### src/rtl/uart_tx_pkg.sv
// Shared types and helpers for the parametrised UART transmitter.
// Holds the frame state encoding, parity-mode codes and frame-length helper.
package uart_tx_pkg;

  typedef enum logic [2:0] {
    ST_IDLE   = 3'd0,
    ST_START  = 3'd1,
    ST_DATA   = 3'd2,
    ST_PARITY = 3'd3,
    ST_STOP   = 3'd4,
    ST_BREAK  = 3'd5
  } state_e;

  localparam logic [1:0] PARITY_NONE = 2'b00;
  localparam logic [1:0] PARITY_EVEN = 2'b01;
  localparam logic [1:0] PARITY_ODD  = 2'b10;

  function automatic int clog2_min1(input int n);
    return (n > 1) ? $clog2(n) : 1;
  endfunction

  // Mode 2'b11 is treated the same as PARITY_NONE.
  function automatic logic parity_enabled(input logic [1:0] mode);
    return (mode == PARITY_EVEN) || (mode == PARITY_ODD);
  endfunction

  function automatic int frame_len(input int cpb, input int data_bits,
                                   input int stop_bits, input logic [1:0] mode);
    return cpb * (1 + data_bits + (parity_enabled(mode) ? 1 : 0) + stop_bits);
  endfunction

endpackage

### src/rtl/uart_tx_frame_if.sv
// Payload handshake and serial-line bundle between the byte source and the UART TX.
interface uart_tx_frame_if #(
  parameter int DATA_BITS = 8
);

  logic [DATA_BITS-1:0] data_in;
  logic                 data_in_valid;
  logic [1:0]           parity_mode;
  logic                 send_break;
  logic                 uart_tx;
  logic                 data_in_ready;
  logic                 idle;

  modport master (
    output data_in, data_in_valid, parity_mode, send_break,
    input  uart_tx, data_in_ready, idle
  );

  modport slave (
    input  data_in, data_in_valid, parity_mode, send_break,
    output uart_tx, data_in_ready, idle
  );

endinterface

### src/rtl/uart_bit_timer.sv
// Bit-period timer: counts 0..CLOCKS_PER_BIT-1 and flags the last cycle of a period.
// restart forces the count back to 0 so a new frame starts on an exact period.
module uart_bit_timer
  import uart_tx_pkg::*;
#(
  parameter int CLOCKS_PER_BIT = 18
) (
  input  logic clock,
  input  logic clear,
  input  logic restart,
  output logic bit_end
);

  localparam int TW = clog2_min1(CLOCKS_PER_BIT);

  logic [TW-1:0] timer_q, timer_d;

  assign bit_end = (timer_q == TW'(CLOCKS_PER_BIT - 1));

  always_comb begin
    timer_d = timer_q + 1'b1;
    if (restart || bit_end) timer_d = '0;
  end

  always_ff @(posedge clock) begin
    if (clear) timer_q <= '0;
    else       timer_q <= timer_d;
  end

endmodule

### src/rtl/uart_tx_frame.sv
// Parametrised UART transmitter: start, DATA_BITS LSB first, optional parity, STOP_BITS stops.
// Optional break generation is built when UART_TX_BREAK_EN is defined.
module uart_tx_frame
  import uart_tx_pkg::*;
#(
  parameter int CLOCKS_PER_BIT = 18,
  parameter int DATA_BITS      = 8,
  parameter int STOP_BITS      = 2
) (
  input  logic             clock,
  input  logic             clear,
  uart_tx_frame_if.slave   bus
);

  localparam int IDX_W = clog2_min1((DATA_BITS > STOP_BITS) ? DATA_BITS : STOP_BITS);

  state_e               state_q, state_d;
  logic [DATA_BITS-1:0] shift_q, shift_d;
  logic                 acc_q, acc_d;
  logic                 par_en_q, par_en_d;
  logic [IDX_W-1:0]     idx_q, idx_d;
  logic                 tx_q, tx_d;
  logic                 bit_end;
  logic                 last_stop;
  logic                 ready;
  logic                 accept;
  logic                 restart;
  logic                 brk_restart;

`ifdef UART_TX_BREAK_EN
  logic brk_q, brk_d;
  logic brk_min_q, brk_min_d;
`else
  logic unused_send_break;
  assign unused_send_break = bus.send_break;
`endif

  assign last_stop = (state_q == ST_STOP) && (idx_q == IDX_W'(STOP_BITS - 1)) && bit_end;

  // A break request in IDLE masks ready so it always wins over a payload.
`ifdef UART_TX_BREAK_EN
  assign ready = ((state_q == ST_IDLE) && !bus.send_break) || (last_stop && !brk_q);
`else
  assign ready = (state_q == ST_IDLE) || last_stop;
`endif

  assign accept  = bus.data_in_valid && ready;
  assign restart = clear || accept || brk_restart;

  uart_bit_timer #(
    .CLOCKS_PER_BIT(CLOCKS_PER_BIT)
  ) u_bit_timer (
    .clock  (clock),
    .clear  (clear),
    .restart(restart),
    .bit_end(bit_end)
  );

  always_comb begin
    state_d     = state_q;
    shift_d     = shift_q;
    acc_d       = acc_q;
    par_en_d    = par_en_q;
    idx_d       = idx_q;
    brk_restart = 1'b0;
`ifdef UART_TX_BREAK_EN
    brk_d       = brk_q;
    brk_min_d   = brk_min_q;
`endif

    case (state_q)
      ST_IDLE: begin
`ifdef UART_TX_BREAK_EN
        if (bus.send_break) begin
          state_d     = ST_BREAK;
          brk_d       = 1'b1;
          brk_min_d   = 1'b0;
          brk_restart = 1'b1;
        end
`endif
      end
      ST_START: begin
        if (bit_end) state_d = ST_DATA;
      end
      ST_DATA: begin
        if (bit_end) begin
          shift_d = shift_q >> 1;
          acc_d   = acc_q ^ shift_q[0];
          if (idx_q == IDX_W'(DATA_BITS - 1)) begin
            idx_d   = '0;
            state_d = par_en_q ? ST_PARITY : ST_STOP;
          end else begin
            idx_d = idx_q + 1'b1;
          end
        end
      end
      ST_PARITY: begin
        if (bit_end) state_d = ST_STOP;
      end
      ST_STOP: begin
        if (bit_end) begin
          if (idx_q == IDX_W'(STOP_BITS - 1)) begin
            idx_d   = '0;
            state_d = ST_IDLE;
`ifdef UART_TX_BREAK_EN
            brk_d   = 1'b0;
`endif
          end else begin
            idx_d = idx_q + 1'b1;
          end
        end
      end
`ifdef UART_TX_BREAK_EN
      // Leaving mid-period restarts the timer so the stop bits are full length.
      ST_BREAK: begin
        if (bit_end) brk_min_d = 1'b1;
        if (!bus.send_break && (brk_min_q || bit_end)) begin
          state_d     = ST_STOP;
          idx_d       = '0;
          brk_restart = 1'b1;
        end
      end
`endif
      default: state_d = ST_IDLE;
    endcase

    // Accept only happens in IDLE or the final stop cycle, so it overrides both.
    if (accept) begin
      state_d  = ST_START;
      shift_d  = bus.data_in;
      par_en_d = parity_enabled(bus.parity_mode);
      acc_d    = (bus.parity_mode == PARITY_ODD);
      idx_d    = '0;
    end
  end

  // Line value is computed from the next state so uart_tx is aligned with state_q.
  always_comb begin
    case (state_d)
      ST_START:  tx_d = 1'b0;
      ST_DATA:   tx_d = shift_d[0];
      ST_PARITY: tx_d = acc_d;
`ifdef UART_TX_BREAK_EN
      ST_BREAK:  tx_d = 1'b0;
`endif
      default:   tx_d = 1'b1;
    endcase
  end

  always_ff @(posedge clock) begin
    if (clear) begin
      state_q  <= ST_IDLE;
      tx_q     <= 1'b1;
      acc_q    <= 1'b0;
      par_en_q <= 1'b0;
      idx_q    <= '0;
    end else begin
      state_q  <= state_d;
      tx_q     <= tx_d;
      acc_q    <= acc_d;
      par_en_q <= par_en_d;
      idx_q    <= idx_d;
    end
  end

  always_ff @(posedge clock) begin
    shift_q <= shift_d;
  end

`ifdef UART_TX_BREAK_EN
  always_ff @(posedge clock) begin
    if (clear) begin
      brk_q     <= 1'b0;
      brk_min_q <= 1'b0;
    end else begin
      brk_q     <= brk_d;
      brk_min_q <= brk_min_d;
    end
  end
`endif

  assign bus.uart_tx       = tx_q;
  assign bus.data_in_ready = ready;
  assign bus.idle          = (state_q == ST_IDLE);

endmodule

### src/flat_wrapper.sv
// flat-port wrapper written by rule: the top's interface ports become plain ports
module uart_tx_frame_flat import uart_tx_pkg::*;
#(
  parameter int CLOCKS_PER_BIT = 18,
  parameter int DATA_BITS      = 8,
  parameter int STOP_BITS      = 2
)
  (clock, clear, bus_data_in, bus_data_in_valid, bus_parity_mode, bus_send_break, bus_uart_tx, bus_data_in_ready, bus_idle);
  uart_tx_frame_if #(.DATA_BITS(DATA_BITS)) bus_i ();
  input  logic clock;
  input  logic clear;
  input wire logic [$bits(bus_i.data_in)-1:0] bus_data_in;
  input wire logic [$bits(bus_i.data_in_valid)-1:0] bus_data_in_valid;
  input wire logic [$bits(bus_i.parity_mode)-1:0] bus_parity_mode;
  input wire logic [$bits(bus_i.send_break)-1:0] bus_send_break;
  output wire logic [$bits(bus_i.uart_tx)-1:0] bus_uart_tx;
  output wire logic [$bits(bus_i.data_in_ready)-1:0] bus_data_in_ready;
  output wire logic [$bits(bus_i.idle)-1:0] bus_idle;
  assign bus_i.data_in = bus_data_in;
  assign bus_i.data_in_valid = bus_data_in_valid;
  assign bus_i.parity_mode = bus_parity_mode;
  assign bus_i.send_break = bus_send_break;
  assign bus_uart_tx = bus_i.uart_tx;
  assign bus_data_in_ready = bus_i.data_in_ready;
  assign bus_idle = bus_i.idle;
  uart_tx_frame #(.CLOCKS_PER_BIT(CLOCKS_PER_BIT), .DATA_BITS(DATA_BITS), .STOP_BITS(STOP_BITS)) u_core (.clock(clock), .clear(clear), .bus(bus_i));
endmodule
### config.mk
export PLATFORM = sky130hd
export DESIGN_NAME = uart_tx_frame_flat
export DESIGN_NICKNAME = d
export VERILOG_FILES = /design/src/rtl/uart_tx_pkg.sv /design/src/rtl/uart_tx_frame_if.sv /design/src/rtl/uart_bit_timer.sv /design/src/rtl/uart_tx_frame.sv /design/src/flat_wrapper.sv
export SDC_FILE = /design/constraint.sdc
export NUM_CORES = 1
export LEC_CHECK = 0
export BUFFER_PORTS_ARGS = -buffer_cell sky130_fd_sc_hd__buf_2
export CAP_MARGIN = 20
export CORE_MARGIN = 5
export CORE_UTILIZATION = 60
export CTS_BUF_LIST = sky130_fd_sc_hd__clkbuf_4
export CTS_CLUSTER_SIZE = 14
export DETAILED_ROUTE_END_ITERATION = 8
export PLACE_DENSITY = 0.87
export SLEW_MARGIN = 15
export SYNTH_ARGS = -nofsm -noshare
export SYNTH_HDL_FRONTEND = slang
export SYNTH_SLANG_ARGS = --single-unit
### constraint.sdc
create_clock -name clock -period 5.45 [get_ports clock]
set_clock_uncertainty 0.15 [all_clocks]
set_input_delay 0.545 -clock clock [delete_from_list [all_inputs] [get_ports clock]]
set_output_delay 0.545 -clock clock [all_outputs]
set_load 0.03 [all_outputs]
== Yosys cells after proc, flatten, opt, wreduce, memory -nomap -nowiden ==
Index checks and enable logic that the tools add are counted.

* Bits in registers: 22
* Bits of input ports: 14
* Output and inout port bits: 3
* Logic and storage cells: 61

* Add/subtract/negate cells: 2
* Equality and inequality tests: 14
* Multiplexer cells: 21
* Bitwise gates (word level): 1
* Reduce and logical (&&, ||, !) cells: 15

{| class="wikitable"
|+ Operators by type and width
! cell !! count
|-
| 3-bit two-way mux || 12
|-
| 8-bit two-way mux || 3
|-
| 3-bit case mux with 5 select lines || 1
|-
| 3-bit by 2-bit == test with 1-bit output (second input constant) || 4
|-
| 3-bit by 1-bit == test with 1-bit output (second input constant) || 3
|-
| 3-bit == test (second input constant) || 2
|-
| 3-bit case mux with 2 select lines || 1
|-
| 2-bit nonzero test || 3
|-
| 5-bit by 1-bit adder with 5-bit output (second input constant) || 1
|-
| 5-bit == test (second input constant) || 1
|-
| 1-bit logical OR || 4
|-
| 2-bit by 1-bit inequality test with 1-bit output (second input constant) || 2
|-
| 2-bit OR reduction || 2
|-
| 3-bit by 1-bit adder with 3-bit output (second input constant) || 1
|-
| 1-bit logical AND || 3
|-
| 3-bit zero test || 1
|-
| 1-bit two-way mux || 3
|-
| 1-bit case mux with 3 select lines || 1
|-
| 3-bit AND reduction || 1
|-
| 2-bit by 1-bit == test with 1-bit output (second input constant) || 1
|-
| 2-bit == test (second input constant) || 1
|-
| 2-bit AND reduction || 1
|-
| 1-bit bitwise XOR || 1
|}

== Longest topological paths before layout ==
* Depth after elaboration: 8
* Mapped depth: 9
* Mapped depth without buffers: 7

== By module ==
Synthesis repeated with hierarchy kept, for this count alone.

* Cells, all modules: 113
* Area total of the unflattened synthesis: 1214.9 sq um

{| class="wikitable"
|+ By module, submodules not included
! module !! instances !! cells each !! area an instance (sq um) !! seq. area each (sq um)
|-
| uart_tx_frame || 1 || 91 || 997.2 || 410.4
|-
| uart_bit_timer || 1 || 22 || 217.7 || 100.1
|}

== Worst setup path after synthesis ==
No wires, ideal clock.

* Path type: register -> register
* Start point: register u_core.state_q[0]
* End point: register u_core.shift_q[1], enable pin
* Setup time: 306 ps
* Arrival time: 1979 ps
* Required time: 4994 ps
* Slack: 3015 ps
* Stages on the path, launching flop included: 7
* Buffers on the path: 2
* Period minus slack after synthesis: 2435 ps
* Cell sequence: dfxtp_1 -> buf_2 -> nor3_1 -> a31o_4 -> and2_4 -> buf_6 -> or2_2

* Elaborated cells between the ends (all ways): 10
* Classes of those cells: eq/ne: 2; reduce/logical: 8

{| class="wikitable"
|+ RTL lines
! what !! line !! source
|-
| start: declaration || uart_tx_frame.sv:17 || <nowiki>state_e state_q, state_d;</nowiki>
|-
| start signal: assignment || uart_tx_frame.sv:158 || <nowiki>state_q <= state_d;</nowiki>
|-
| 3-bit zero test (*) || -- ||
|-
| named net bus_idle || flat_wrapper.sv:18 || <nowiki>output wire logic [$bits(bus_i.idle)-1:0] bus_idle;</nowiki>
|-
| 1-bit logical OR (*) || uart_tx_frame.sv:44 || <nowiki>assign ready = (state_q == ST_IDLE) || last_stop;</nowiki>
|-
| named net bus_data_in_ready || flat_wrapper.sv:17 || <nowiki>output wire logic [$bits(bus_i.data_in_ready)-1:0] bus_data_in_ready;</nowiki>
|-
| 1-bit logical AND (*) || uart_tx_frame.sv:47 || <nowiki>assign accept = bus.data_in_valid && ready;</nowiki>
|-
| 2-bit nonzero test (no source line) || -- ||
|-
| 2-bit AND reduction (no source line) (*) || -- ||
|-
| end signal: assignment || uart_tx_frame.sv:167 || <nowiki>shift_q <= shift_d;</nowiki>
|-
| end: declaration || uart_tx_frame.sv:18 || <nowiki>logic [DATA_BITS-1:0] shift_q, shift_d;</nowiki>
|}

Mark *: on every way through the listed nets, which the timed path passes. The rest lies on a longest branch.
A chain may end at the register's enable or synchronous reset.

== Final worst setup path ==
* Start point: register u_core.u_bit_timer.timer_q[0]
* End point: output bus_data_in_ready

* Longest elaborated chain between the ends: 3

{| class="wikitable"
|+ Ends and longest elaborated chain
! what !! line !! source
|-
| start: declaration || uart_bit_timer.sv:16 || <nowiki>logic [TW-1:0] timer_q, timer_d;</nowiki>
|-
| start signal: assignment || uart_bit_timer.sv:27 || <nowiki>else timer_q <= timer_d;</nowiki>
|-
| 5-bit == test || uart_bit_timer.sv:18 || <nowiki>assign bit_end = (timer_q == TW'(CLOCKS_PER_BIT - 1));</nowiki>
|-
| 1-bit logical AND || uart_tx_frame.sv:38 || <nowiki>assign last_stop = (state_q == ST_STOP) && (idx_q == IDX_W'(STOP_BITS - 1)) && bit_end;</nowiki>
|-
| 1-bit logical OR || uart_tx_frame.sv:44 ||
|-
| end: declaration || flat_wrapper.sv:17 ||
|}

Every way passes these cells.

==> out/results.txt <==
mean post-synth cell area: 11.10 sq um
# hold bufs at CTS: 0
R2R Path End: u_core.bus.uart_tx
CTS tree: built
I/O pins: 17
CTS max path bufs: 2
PwrDens: 271.4 nW/um^2
Place WS: 3.187 ns
R2R cell count: 7
critical path class: reg -> out
Final period util: 0.4523
die width: 53.66 microns
Syn Std Cell Area: 1144 sq um
Critical Path RT: 4.76 ns
startpoint types: flop
crit end category: output port
crit path from: u_core.u_bit_timer.timer_q[0]
Net Count, Synth: 123
Post-DP HPWL: 1655 microns
xor/xnor cell area share of the yosys netlist: 0.03829
CTS Sinks: 22
routed len/inst: 15.95 microns
clock-pin slew on the worst setup and hold paths: 0.12 ns
fin worst setup slack: 2.985 ns
setup repair bufs after CTS: 0
Netlist cell types: 38
Max-slew headroom: 0.6908
register area: 510.5 sq um
grt ovf: 0
Hold Path Depth: 2
number of gates resized after CTS: 0
flop2flop setup slack: 3.16 ns
min-delay src: clear
H-tree levels: 1
layout cells sized above 1: 0.2966
unrepaired setup endpoints after global routing: no
max_cap viols: 0
via count: 831
#FFs+latches synth: 22
diodes inserted: 0
Mapped Cells: 103
FF-to-FF Start: u_core.u_bit_timer.timer_q[0]
total number of yosys warnings: 0
highest-count cells in the layout ignoring fill and taps: 15 x buf_2, 15 x dfxtp_1, 8 x nor2_1
HP Class: in -> reg
adder-cell area share of the yosys netlist: 0.06565
total wire length: 2281 microns
fmax: 405.7 MHz
area delta synth->final: 12.14%
Global Route Usage Sum: 0.1867
number of setup violations in the final report: 0
worst endpoint data arrival time: 1.77 ns
Die H: 53.66 microns
final worst path period need: 2.465 ns
outcome: completed
row count: 15
initial antenna violation count: 0
first-pass GRT wire length: 3788 microns
Via density: 5.811
Crit Path Max Fanout: 9
Hold WS: 0.3021 ns
Slew @ Worst Pin: 0.4629 ns
multiplexer share of the synthesized area: 0.05470
Compound-Gate Fraction of Synth Area: 0.1291
Routed Antenna Nets: 0
Setup TNS Final: 0 ns
CTS root buf: clkbuf_4
GPL Wtd Cong: 0.7635
Num CTS Buffers: 3
IO Port Bufs: 15
Die Area: 2879 sq um
Layout Nets: 139
register area share after synthesis: 0.4464
final hold viol count: 0
DRC errors left: 0
DR pass1 iterations: 4
maximum vdd drop: 0.1741 mV
leakage: 0.5040 nW
pin count of the biggest net entering global routing: 14
main combinational cell family by area after synthesis: simple AND/OR/NAND/NOR gates
vias in the first global route: 897
Slew Limit Fails: 0
core area: 1764 sq um
Iteration-0 DRC Markers: 5
Initial Util: 0.6482
Synth Area in Simple Gates: 0.2166
# fillers: 152
worst hold endpoint: u_core.par_en_q
area taken by multi-input logic gates: 583.1 sq um
clk_lat worst skew: 0.31 ns
[Yosys cell counts, drive strengths merged]
cell | number | area [sq um]
a22o | 6 | 52.55
nand2 | 3 | 11.26
nor3b | 1 | 7.510
and2 | 1 | 8.760
inv | 6 | 22.52
and4b | 1 | 10.01
a22oi | 1 | 7.510
o22ai | 1 | 6.260
nand4bb | 1 | 16.27
a32oi | 1 | 16.27
nor2b | 3 | 18.77
nor4 | 1 | 6.260
a31o | 1 | 17.52
mux2i | 4 | 40.04
buf | 5 | 33.78
or2 | 2 | 12.52
nor4bb | 1 | 10.01
nor2 | 8 | 30.03
a2bb2oi | 2 | 17.52
nand2b | 2 | 12.51
a21oi | 2 | 10.01
edfxtp | 7 | 210.2
mux2 | 2 | 22.52
a211oi | 1 | 12.51
xor2 | 2 | 17.52
nand3 | 2 | 10.01
nor3 | 9 | 81.33
o21bai | 1 | 7.510
ha | 6 | 75.07
xnor2 | 3 | 26.28
and3 | 1 | 6.260
nand4 | 1 | 6.260
dfxtp | 15 | 300.3
[metal layers]
layer  vias to the layer above  GRT usage  wire [microns]
met3                        10    0.03878             108
met1                       402     0.1966             963
met4                         0     0.1319              90
li1                        399          -               -
met5                         -          0               0
met2                        20     0.3286            1119
[stage by stage]
stage / util / std cells / cell area (sq um) / total power [W]
after floorplan: - / 103 / 1144 / 0.0002155
after global placement: 0.6972 / 139 / 1230 / 0.0002246
after detailed placement: 0.6972 / 139 / 1230 / 0.0002268
after CTS: 0.7270 / 143 / 1282 / 0.0003491
after global routing: 0.7270 / 143 / 1282 / 0.0003630
final: 0.7270 / 143 / 1282 / 0.0003480
[worst max path at each step]
| stage | endpoint | slack (ns) | cells after the start |
|---|---|---|---|
| after detailed placement | u_core.bus.uart_tx | 3.19 | 7 |
| after global placement | u_core.shift_q[6] | 3.28 | 7 |
| after floorplan | u_core.shift_q[1] | 3.01 | 6 |
| after CTS | bus_data_in_ready | 2.97 | 5 |
| after global routing | bus_data_in_ready | 2.84 | 5 |
| final | bus_data_in_ready | 2.98 | 5 |
[cell type report]
| class | instances | area share |
|---|---|---|
| clock buffers | 3 | 0.01756 |
| clock inverters | 1 | 0.02341 |
| inverters | 6 | 0.01756 |
| multi-input cells | 70 | 0.4546 |
| flip-flops and latches | 22 | 0.3980 |
| well taps | 25 | 0.02439 |
| repair buffers | 16 | 0.06439 |
[logic make-up after synthesis]
group | after synthesis
AOI/OAI and AO/OA | 16
muxes | 6
DFF | 22
adders and majority gates | 6
buffers and inverters | 11
and+or+nand+nor | 37
xor gates and xnor gates | 5
[power by group]
group / switching, W / leakage (nW) / internal (W)
registers: 0.00000649 / 0.192 / 0.000178
clock network: 0.0000502 / 0.0279 / 0.0000744
logic: 0.0000213 / 0.284 / 0.0000171
[state kept, by name, indices dropped and copies added, names as in the netlist]
signal / cells
u_core.shift_q: 8
u_core.state_q: 3
u_core.u_bit_timer.timer_q: 5
u_core.idx_q: 3
u_core.par_en_q: 1
u_core.acc_q: 1
u_core.bus.uart_tx: 1
[worst max-delay path: stages, from the launching register on]
cell and delay [ns]:
dfxtp_1 0.42, ha_1 0.21, nor4bb_2 0.21, buf_4 0.23
a31o_4 0.18, buf_2 0.20
No activity file was read; power rests on OpenSTA's default activity.
